## src/rtl/seven_seg_scan.sv

```systemverilog
// Time-multiplexed common-anode seven-segment scanner with a double-buffered
// hex word, per-digit dp/blank, leading-zero suppression and inter-slot blanking.
module seven_seg_scan #(
  parameter int unsigned DIGITS    = 4,
  parameter int unsigned PRESCALE  = 50000,
  parameter int unsigned BLANK_CYC = 64
) (
  input  logic                  CLK,
  input  logic                  nRST,
  input  logic [4*DIGITS-1:0]   DATA,
  input  logic [DIGITS-1:0]     DP,
  input  logic [DIGITS-1:0]     BLANK,
  input  logic                  LZ_SUPPRESS,
  input  logic                  LOAD,
  output logic [7:0]            nSEG,
  output logic [DIGITS-1:0]     nDIG,
  output logic                  FRAME
);

  localparam int unsigned CW = (PRESCALE > 1) ? $clog2(PRESCALE) : 1;
  localparam int unsigned IW = (DIGITS > 1) ? $clog2(DIGITS) : 1;
  localparam logic [CW-1:0] CNT_LAST  = CW'(PRESCALE - 1);
  localparam logic [CW-1:0] CNT_BLANK = CW'(BLANK_CYC);
  localparam logic [IW-1:0] IDX_LAST  = IW'(DIGITS - 1);

  logic [CW-1:0]         cnt;
  logic [IW-1:0]         idx;
  logic [4*DIGITS-1:0]   pend_data, act_data;
  logic [DIGITS-1:0]     pend_dp, pend_blank, act_dp, act_blank;
  logic                  pend_valid;
  logic                  new_frame;

  logic                  slot_end, frame_wrap;
  logic [3:0]            nib;
  logic                  dp_sel, blank_sel, upper_nz, dark;
  logic [DIGITS-1:0]     dig_sel;
  logic [7:0]            seg_sel;

  function automatic logic [7:0] glyph(input logic [3:0] v);
    case (v)
      4'h0: glyph = 8'hC0;  4'h1: glyph = 8'hF9;
      4'h2: glyph = 8'hA4;  4'h3: glyph = 8'hB0;
      4'h4: glyph = 8'h99;  4'h5: glyph = 8'h92;
      4'h6: glyph = 8'h82;  4'h7: glyph = 8'hD8;
      4'h8: glyph = 8'h80;  4'h9: glyph = 8'h90;
      4'hA: glyph = 8'h88;  4'hB: glyph = 8'h83;
      4'hC: glyph = 8'hC6;  4'hD: glyph = 8'hA1;
      4'hE: glyph = 8'h86;  default: glyph = 8'h8E;
    endcase
  endfunction

  assign slot_end   = (cnt == CNT_LAST);
  assign frame_wrap = slot_end && (idx == IDX_LAST);

  always_ff @(posedge CLK or negedge nRST) begin
    if (!nRST) begin
      cnt <= '0;
      idx <= '0;
    end else if (slot_end) begin
      cnt <= '0;
      idx <= (idx == IDX_LAST) ? '0 : idx + 1'b1;
    end else begin
      cnt <= cnt + 1'b1;
    end
  end

  // A LOAD landing on the frame wrap bypasses pending so it shows this frame.
  always_ff @(posedge CLK or negedge nRST) begin
    if (!nRST) begin
      pend_data  <= '0;
      pend_dp    <= '0;
      pend_blank <= '0;
      pend_valid <= 1'b0;
      act_data   <= '0;
      act_dp     <= '0;
      act_blank  <= '0;
    end else if (frame_wrap) begin
      pend_valid <= 1'b0;
      if (LOAD) begin
        act_data  <= DATA;
        act_dp    <= DP;
        act_blank <= BLANK;
      end else if (pend_valid) begin
        act_data  <= pend_data;
        act_dp    <= pend_dp;
        act_blank <= pend_blank;
      end
    end else if (LOAD) begin
      pend_data  <= DATA;
      pend_dp    <= DP;
      pend_blank <= BLANK;
      pend_valid <= 1'b1;
    end
  end

  // upper_nz: any nonzero nibble at or above the digit being scanned.
  always_comb begin
    nib       = '0;
    dp_sel    = 1'b0;
    blank_sel = 1'b0;
    upper_nz  = 1'b0;
    dig_sel   = '1;
    for (int unsigned j = 0; j < DIGITS; j++) begin
      if (idx == IW'(j)) begin
        nib        = act_data[4*j +: 4];
        dp_sel     = act_dp[j];
        blank_sel  = act_blank[j];
        dig_sel[j] = 1'b0;
      end
      if ((IW'(j) >= idx) && (act_data[4*j +: 4] != 4'h0)) upper_nz = 1'b1;
    end
    dark    = blank_sel || (LZ_SUPPRESS && (idx != '0) && !upper_nz);
    seg_sel = dark ? 8'hFF : (glyph(nib) & ~{dp_sel, 7'b0});
  end

  always_ff @(posedge CLK or negedge nRST) begin
    if (!nRST) begin
      nSEG      <= 8'hFF;
      nDIG      <= '1;
      FRAME     <= 1'b0;
      new_frame <= 1'b0;
    end else begin
      new_frame <= frame_wrap;
      FRAME     <= new_frame;
      if (cnt < CNT_BLANK) begin
        nSEG <= 8'hFF;
        nDIG <= '1;
      end else begin
        nSEG <= seg_sel;
        nDIG <= dig_sel;
      end
    end
  end

endmodule

```

## config.mk

```make
export PLATFORM = sky130hd
export DESIGN_NAME = seven_seg_scan
export DESIGN_NICKNAME = d
export VERILOG_FILES = /design/src/rtl/seven_seg_scan.sv
export SDC_FILE = /design/constraint.sdc
export NUM_CORES = 1
export LEC_CHECK = 0
export ABC_AREA = 0
export CELL_PAD_IN_SITES_DETAIL_PLACEMENT = 0
export CELL_PAD_IN_SITES_GLOBAL_PLACEMENT = 1
export CORE_ASPECT_RATIO = 1.25
export CORE_UTILIZATION = 35
export CTS_CLUSTER_SIZE = 20
export DETAILED_ROUTE_END_ITERATION = 12
export PLACE_DENSITY_LB_ADDON = 0.12
export SLEW_MARGIN = 20
export SYNTH_ARGS = -nofsm -noshare
export SYNTH_HDL_FRONTEND = slang
export SYNTH_SLANG_ARGS = --single-unit
```

## constraint.sdc

```tcl
create_clock -name CLK -period 4.9 [get_ports CLK]
set_clock_uncertainty 0.15 [all_clocks]
set_input_delay 0.98 -clock CLK [delete_from_list [all_inputs] [get_ports CLK]]
set_output_delay 0.98 -clock CLK [all_outputs]
set_load 0.01 [all_outputs]
```

-- Word-level counts from Yosys, hierarchy flattened
Memory sizes are Yosys's and may differ from the RTL's.
Index checks and enable logic that the tools add are counted.
- flip-flop bits (word level): 81
- memories kept: 1
- logic and storage cells: 80
- bits of input ports: 28
- memory bits (read-only): 112
- output and inout port bits: 13
- $add $sub $neg: 2
- multiplexer cells: 33
- reductions and logical operators: 19
- order comparisons: 5
- equality and inequality tests: 4
- bitwise logic cells: 3
- memory list (name ; depth ; width ; read ports ; clocked after memory_dff ; wr ports ; line ; RTL):
    (name not given) ; 16 ; 7 ; 1 ; 0 ; 0 ; 40 ; case (v)
- operators by type and width (cell ; number):
    $mux 16 ; 3
    $mux 4 ; 9
    $mux 1 ; 18
    $add 16x1->16 const B ; 1
    $eq 16x16->1 const B ; 1
    $lt 16x7->1 const B ; 1
    $mux 8 ; 2
    $reduce_bool 4->1 ; 4
    $and 8x8->8 ; 1
    $not 8->8 ; 1
    $logic_and 1x1->1 ; 7
    $reduce_bool 2->1 ; 3
    $eq 2x2->1 const B ; 2
    $ge 1x2->1 const A ; 2
    $ge 2x2->1 const A ; 2
    $reduce_and 2->1 ; 2
    $add 2x1->2 const B ; 1
    $eq 2x1->1 const B ; 1
    $logic_not 2->1 ; 1
    $mux 2 ; 1
    $logic_not 1->1 ; 1
    $logic_or 1x1->1 ; 1
    $not 1->1 ; 1

-- Depth between registers and ports, before layout
Gate-level depths: netlist of the first run.
- depth after elaboration: 11
- gate-level depth with buffers: 10
- gate-level depth less buffers: 9

-- Least setup slack after synthesis of the first run
OpenSTA, ideal clock, no wires.
- path type: input-to-reg
- start point: input LOAD
- end point: register pend_blank[0]
- required time: 4625 ps
- buffers on the path: 2
- slack: 2410 ps
- stages on the path: 4
- setup time: 125 ps
- arrival time: 2215 ps
- path through: clkbuf_1 > a21boi_1 > buf_2 > mux2_2
- cells in the longest elaborated chain, start to end: 1
- RTL lines (item ; line ; RTL):
    from (decl) ; 14 ; input logic LOAD,
    $reduce_and 2->1 (no source line) ; n/a ;
    to (signal assigned) ; 72 ; pend_blank <= '0;
    to (signal assigned) ; 91 ; pend_blank <= BLANK;
    to (decl) ; 29 ; logic [DIGITS-1:0] pend_dp, pend_blank, act_dp, act_blank;
No other way between the ends.
A chain may end at the register's enable or synchronous reset.

-- Worst setup path in the final report of the first run
- start point: register cnt[9]
- end point: register act_data[2]
- cells in the longest elaborated chain, start to end: 3
- RTL lines (item ; line ; RTL):
    from (decl) ; 26 ; logic [CW-1:0] cnt;
    from (signal assigned) ; 63 ; cnt <= cnt + 1'b1;
    $eq 16x16->1 ; 52 ; assign slot_end = (cnt == CNT_LAST);
    $logic_and 1x1->1 ; 53 ; assign frame_wrap = slot_end && (idx == IDX_LAST);
    $reduce_and 2->1 (no source line) ; n/a ;
    to (signal assigned) ; 84 ; act_data <= pend_data;
    to (decl) ; 28 ; logic [4*DIGITS-1:0] pend_data, act_data;
No other way between the ends.

==> results, run 1 <==
- The leading cell type in the layout, fill and taps excluded is sky130_fd_sc_hd__mux2_2.
- The HPWL after detailed placement is approximately 5500 um.
- The capture instance of the worst register-to-register path is act_data[2].
- The via count normalized by instance count is ~5.0.
- The number of design-rule violations left by the first detailed-router iteration is 67.
- The floorplan has 42 rows.
- The final critical-path required period is approximately 2.8 ns.
- The number of clock buffers inserted by TritonCTS is 9.
- Across the run, the number of max-cap violations was 0.
- The synthesized instance count is between 300 and 400.
- Post-CTS repair changed the size of 0 cells.
- For this run the aggregate overflow at the end of global routing stands at 0.
- The setup check on the worst reg-to-reg path leaves a slack of between 2 and 2.5 ns.
- In this run the most critical hold path is launched from new_frame.
- Synthesis inferred 81 register bits.
- Counting every sink on the clock net gives between 80 and 90.
- The die is between 100 and 150 um tall.
- The count of buffers inserted at the top-level ports is 40.
- Together, buffers and inverters on the worst path number 1.
- The cell area that synthesis handed to floorplanning was between 0.003 and 0.004 mm^2.
- Counting distinct cell types in the post-synthesis netlist gives 45.
- The share of synthesized area in the top cell type comes to 44.6%.
- Setup repair after global routing left no endpoint under its margin.
- The number of antenna violations at the first check in global routing is 0.
- The sequential cell area fraction in the yosys report is 52.7%.
- When the netlist entered floorplanning its net count stood at ~350.
- The total count of hold-check failures in the final report is 0.
- Cells with a size suffix above 1 make up around 29% of the layout.
- For the worst setup path, the data arrival time is ~2.9 ns.
- In this run the deepest clock path goes through 2 buffers.
- The total of hold buffers inserted after clock tree synthesis is 0.
- Traced cell by cell, the critical path runs through nand2_1, or4_4, nor3_4, nor3b_4, buf_4, mux2_2.
- The routed via count is about 2400.
- The count of pins over their slew limit was 0.
- The overall die width is just under 100 um.
- In this run the mean area of a mapped cell was 12.5 um^2.
- The cell family with the largest share of critical-path delay is simple AND/OR/NAND/NOR gates.
- Based on the critical path, the design can be clocked at up to about 360 MHz.
- The dominant cell type by area after synthesis is sky130_fd_sc_hd__dfrtp_1.
- The buffer count from post-CTS setup fixing is 0.
- The static leakage is between 2 and 2.5 nW.
- The global placer's final weighted congestion is about 0.73.
- The critical path capture point type is a register.
- The worst-case IR drop observed on VDD is between 0.1 and 0.15 mV.
- The power per unit of standard cell area is ~300 mW/mm^2.
- The via count of the first global-routing pass is 2539.
- The clock-pin transition on the worst setup and hold timing paths is about 0.060 ns.
- Of all nets on the critical path, the largest fanout is 24.
- The synthesized design contains 0 enable-type register cells.
- The start-to-end type of the worst setup path is register to register.
- The share of flip-flops with an asynchronous set or reset after synthesis is 100%.
- The number of antenna repair diodes is 0.
- In this run, placement finished with an instance count of roughly 480.
- The tree is rooted in a sky130_fd_sc_hd__clkbuf_16.
- Wires add up to between 7000 and 8000 um.
- The launch point of the worst path is cnt[9].
- The routed length per instance is roughly 16 um.
- Entering global routing, the biggest net connects between 80 and 90 pins.
- The library cells used most frequently in the layout, excluding fill and tap cells, are sky130_fd_sc_hd__mux2_2 (70), sky130_fd_sc_hd__dfrtp_1 (69), sky130_fd_sc_hd__clkdlybuf4s50_1 (39).
- Among all stages on the critical path, the largest delay is contributed by sky130_fd_sc_hd__nor3_4.
- The flow ran to the end, and the final reports show no timing, DRC or antenna violations.
- Once detail routing completed, the nets flagged for antenna violations numbered 0.
- In this run the critical register-to-register path is launched from cnt[9].
- The total track usage is 15.2%.
- Relative to the synthesized area, the layout overhead comes to 20.7%.
- The I/O pin count is just over 40.
- The total setup violations reported at the end of the flow is 0.
- The Yosys step of the flow raised 0 warnings.
- The post-route fraction of the period consumed by the critical path is ~57%.
- The leading register cell type out of synthesis is sky130_fd_sc_hd__dfrtp_1.
- Data on the critical path is required at its endpoint by approximately 5.0 ns.
- Counting cells, the worst reg-to-reg path comes to 6.
- For the final routed database, the setup TNS stands at 0 ns.
- The final instance count without filler cells is a little under 500.
- Sorting the synthesized cells by area gives the leading types as sky130_fd_sc_hd__dfrtp_1 (45%), sky130_fd_sc_hd__mux2_2 (20%), sky130_fd_sc_hd__dfstp_2 (8.1%).
- The wire length of the first global-routing pass is 13100 um.
- The layout net count is between 300 and 400.
- The DRC violation count after routing is 0.
- The area of the core is between 0.01 and 0.015 mm^2.
- The nature of the critical path startpoint is a register.
- The overall die area is 0.0115 mm^2.
- The worst pin sits at a relative slew slack of 49.0%.
- The worst hold-check path type is register to register.
- For the pin with the worst max-slew slack, the measured transition is approximately 0.76 ns.
- For hold timing, the worst endpoint is FRAME.
- Before antenna repair, the detailed router went through 4 iterations.
- The starting utilization of the core area is a little over a third.
- For the worst-skew pair, the clock arrives at the later sink with an insertion delay of roughly 0.33 ns.
- For this run, the slowest stage of the critical path takes around 0.52 ns.
- The depth of the worst hold-timing path is 0.
- The H-tree level count is 3.
- With fillers left out, the area of the finished cells amounts to between 0.004 and 0.005 mm^2.
- The clock tree from TritonCTS is done.
- The cell area reported after detailed placement is 0.00441 mm^2.
==> cells in the mapped netlist, types with 4 or more instances <==
cell type,count
sky130_fd_sc_hd__xnor2_1,10
sky130_fd_sc_hd__clkbuf_1,5
sky130_fd_sc_hd__ha_1,10
sky130_fd_sc_hd__dfrtp_1,69
sky130_fd_sc_hd__mux2i_1,6
sky130_fd_sc_hd__dfstp_2,12
sky130_fd_sc_hd__xor2_1,4
sky130_fd_sc_hd__mux2_2,70
sky130_fd_sc_hd__o211ai_1,6
sky130_fd_sc_hd__inv_1,10
sky130_fd_sc_hd__nand4_1,4
sky130_fd_sc_hd__nand3_1,7
sky130_fd_sc_hd__nor2_1,18
sky130_fd_sc_hd__nand2_1,23
sky130_fd_sc_hd__nor3_1,5
==> flip-flops by register name, summed over array words and instances (netlist names) <==
| signal | cells |
|---|---|
| act_data | 16 |
| cnt | 16 |
| pend_data | 16 |
| nSEG | 8 |
| act_blank | 4 |
| act_dp | 4 |
| nDIG | 4 |
| pend_blank | 4 |
| pend_dp | 4 |
| idx | 2 |
| FRAME | 1 |
| new_frame | 1 |
| pend_valid | 1 |
==> cell families after synthesis <==
family | after synthesis | share of synthesized area (%)
flip-flops | 81 | 52.7
AND/OR/NAND/NOR | 79 | 10.7
multiplexers | 76 | 21.9
AO/OA/AOI/OAI | 30 | 5.91
buffers and inverters | 20 | 2.39
XOR/XNOR | 14 | 3.17
adder cells (fa/ha/maj) | 10 | 3.23
==> per-layer routing <==
metal	up-vias	share of wire [%]	wire, um	global-route usage (%)
met1	1204	45	3480	19.3
met5	-	0	0	0
li1	1196	-	-	-
met3	10	3.5	269	3.55
met2	35	50	3840	24.7
met4	0	1.5	118	5.88
==> power breakdown <==
part           switching [mW]  internal [mW]  total (mW)
logic                  0.0360         0.0551      0.0911
clock network           0.249          0.353       0.601
registers             0.00847          0.690       0.698
total                   0.293           1.10        1.39
==> through the flow <==
stage,worst slack (ns),util [%],hold slack [ns],total power [mW]
floorplan,2.41,-,0.181,0.755
detailed placement,1.91,41.3,0.189,0.803
global route,1.89,43.8,0.203,1.45
finish,2.10,43.8,0.198,1.39
CTS,2.08,43.8,0.202,1.41
global placement,1.94,41.3,0.189,0.803
==> worst max-delay path by stage <==
stage | cells past startpoint | end
after CTS | 6 | act_data[7]
final | 6 | act_data[2]
after detailed placement | 5 | act_data[7]
after global placement | 5 | act_data[1]
after floorplan | 4 | pend_blank[0]
after global routing | 6 | act_data[2]
==> layout make-up <==
class | instances | area (um^2)
Clock buffer | 12 | 246
Multi-Input combinational cell | 209 | 1740
Clock inverter | 4 | 18.8
Fill cell | 1019 | 5990
Sequential cell | 81 | 2040
Timing Repair Buffer | 43 | 424
Inverter | 10 | 37.5
Tap cell | 132 | 165
Note: power is estimated with default switching activity, not from simulation.
==> run 2, diff against run 1 <==
clock period = 2.7 ns   (was 4.9 ns; I/O delays follow)
==> results, run 2 (synthesis gave the netlist of run 1 again) <==
- The flow ran to the end, and the final reports show no timing, DRC or antenna violations.
- The start-to-end type of the worst setup path is register to register.
- The worst voltage drop across the vdd grid was 0.266 mV (+96%).
- The clock-pin transition on the worst setup and hold timing paths is 0.06 ns (about the same).
- The count of buffers inserted at the top-level ports is 40 (unchanged).
- The H-tree level count is 3 (unchanged).
- The routed via count was 2540 (+3.9%).
- The I/O pin count is 41 (unchanged).
- The placed wire-length estimate is 5890 um (+6.2%).
- The library cell used most frequently in the layout, excluding fill and tap cells, is sky130_fd_sc_hd__mux2_2.
- The area growth from synthesis to layout is 24.3%.
- The aggregate negative setup slack was 0 ns (unchanged).
- The remaining number of nets flagged by the antenna check after routing was 0 (unchanged).
- The via count normalized by instance count was 5.02 (+0.81%).
- TritonCTS built the clock tree.
- The internal power of the cells is 2.00 mW (+82%).
- The height of the die was 120 um (unchanged).
- The total setup violations reported at the end of the flow is 0 (unchanged).
- The maximum fanout along the worst path was 14 (-42%).
- The final cell area excluding filler cells is 0.00481 mm^2 (+2.9%).
- The largest registers in the layout are act_data x16, cnt x16, pend_data x16.
- The maximum operating frequency is 427 MHz (+19%).
- In this run the clock root is driven by a sky130_fd_sc_hd__clkbuf_16.
- The number of antenna repair diodes is 0 (unchanged).
- The power per unit of standard cell area is 528 mW/mm^2 (+78%).
- The global placer's final weighted congestion is 0.741 (+1.0%).
- The cell area reported after detailed placement is 0.00454 mm^2 (+3.0%).
- The cell repeated most along the worst path is sky130_fd_sc_hd__buf_4.
- On the critical path the largest part of the delay comes from simple AND/OR/NAND/NOR gates.
- The layout net count is 407 (+3.8%).
- The post-route total power came to 2.54 mW (+83%).
- The worst hold slack is 0.197 ns (-0.00111 ns).
- The part of the total power dissipated in combinational logic is 7.0% (+0.4 points).
- The overall die width came to 96.1 um (unchanged).
- The routed wire length was 7890 um (+2.3%).
- STA classifies the critical path startpoint as a register.
- The DRC violation count after routing is 0 (unchanged).
- The share of power burned in registers is 49.8% (-0.4 points).
- The overall die area came to 0.0115 mm^2 (unchanged).
- Setup repair after global routing left no endpoint under its margin.
- The total count of hold-check failures in the final report is 0 (unchanged).
- The signal on the critical path passes through nand2_1, or4_4, nor3_4, buf_4, a21boi_2, buf_4, mux2_2.
- The critical path data arrival time is 2.41 ns (-0.45 ns).
- The largest individual stage delay along the critical path comes from the cell sky130_fd_sc_hd__or4_4.
- In the layout the commonest cells are sky130_fd_sc_hd__mux2_2 (70), sky130_fd_sc_hd__dfrtp_1 (69), sky130_fd_sc_hd__clkdlybuf4s50_1 (39).
- In this run the worst hold path is classified as register to register.
- The count of pins over their slew limit came to 0 (unchanged).
- The critical path capture point type is a register.
- The required time of the worst setup path is 2.77 ns (-2.20 ns).
- The number of maximum-capacitance constraint violations is 0 (unchanged).
- The total congestion overflow after global routing is 0 (unchanged).
- The static leakage is 2.10 nW (+4.3%).
- The total track usage is 15.7% (+0.47 points).
- The final critical-path required period is 2.34 ns (-0.453 ns).
- The number of design-rule violations left by the first detailed-router iteration is 93 (+39%).
- The number of clock buffers inserted by TritonCTS was 9 (unchanged).
- The deepest clock path buffer count is 2 (unchanged).
- The number of placement rows is 42 (unchanged).
- The number of antenna violations at the first check in global routing is 0 (unchanged).
- The starting utilization of the core area is 36.3% (unchanged).
- The routed length per instance came to 15.6 um (-0.73%).
- The delay contributed by the slowest stage of the critical path is 0.50 ns (-0.02 ns).
- The worst-skew pair later-pin latency is 0.34 ns (about the same).
- The maximum number of pins on one net before global-route repair is 35 (-57%).
- The number of sinks on the clock net came to 81 (unchanged).
- The via count of the first global-routing pass came to 2625 (+3.4%).
- The clock power share is 43.2% (about the same).
- The number of buffers and inverters on the critical path is 2 (+1).
- The proportion of layout cells with a drive suffix above 1 was 31.8% (+2.8 points).
- The post-route fraction of the period consumed by the critical path is 86.8% (+30 points).
- The iteration count of the initial detailed-routing pass was 5 (+1).
- The buffer count from post-CTS setup fixing is 0 (unchanged).
- The tightest slew margin relative to the limit is 56.7% (+7.7 points).
- The worst-margin pin slew came to 0.643 ns (-0.115 ns).
- The wire length of the first global-routing pass is 13400 um (+2.5%).
- The area of the core is 0.0107 mm^2 (unchanged).
- The switching part of the total is 21.3% (+0.27 points).
- The switching power summed over all nets is 0.543 mW (+85%).
## run 2: per-stage QoR
step                setup WS, ns  util (%)  cells
floorplan                  0.423         -    310
global route               0.172      45.1    506
finish                     0.356      45.1    506
CTS                        0.319      45.1    506
global placement           0.298      42.5    489
detailed placement         0.281      42.5    489
## run 2: final cells by class
type,count,area (um^2)
multi-input cells,209,1740
repair buffers,58,561
inverters,10,37.5
clock inverters,4,20.0
clock buffers,12,246
fillers,1021,5850
well taps,132,165
flip-flops and latches,81,2040
## run 2: power by group through the flow
stage	sequential, mW	combinational (mW)	clock, mW
detailed placement	1.29	0.182	0
global route	1.27	0.196	1.19
CTS	1.27	0.184	1.14
finish	1.27	0.177	1.10
floorplan	1.28	0.0865	0
global placement	1.29	0.180	0
## run 2: layer usage
layer | GRT usage [%] | part of all wire [%] | routed length, um | vias to the layer above
met1 | 19.9 | 45 | 3530 | 1254
met5 | 0 | 0 | 0 | -
met4 | 7.84 | 2.4 | 187 | 0
met2 | 25.0 | 49 | 3860 | 48
li1 | - | - | - | 1227
met3 | 3.23 | 4.0 | 316 | 11
## run 2: final timing paths
| kind | startpoint | end | slack, ns | cells past startpoint |
|---|---|---|---|---|
| max | cnt[9] | pend_data[1] | 0.36 | 7 |
| min | new_frame | FRAME | 0.20 | 0 |
| max reg2reg | cnt[9] | pend_data[1] | 0.36 | 7 |
| min reg2reg | new_frame | FRAME | 0.20 | 0 |
| max in group asynchronous | nRST | pend_data[12] | 1.27 | 3 |
| min in group asynchronous | nRST | pend_data[13] | 0.53 | 2 |
## run 2: timing repair
action                                 4_1_cts  5_1_grt
resized for setup                            0        0
endpoints found under the hold margin       25        0
hold buffers                                 1        0
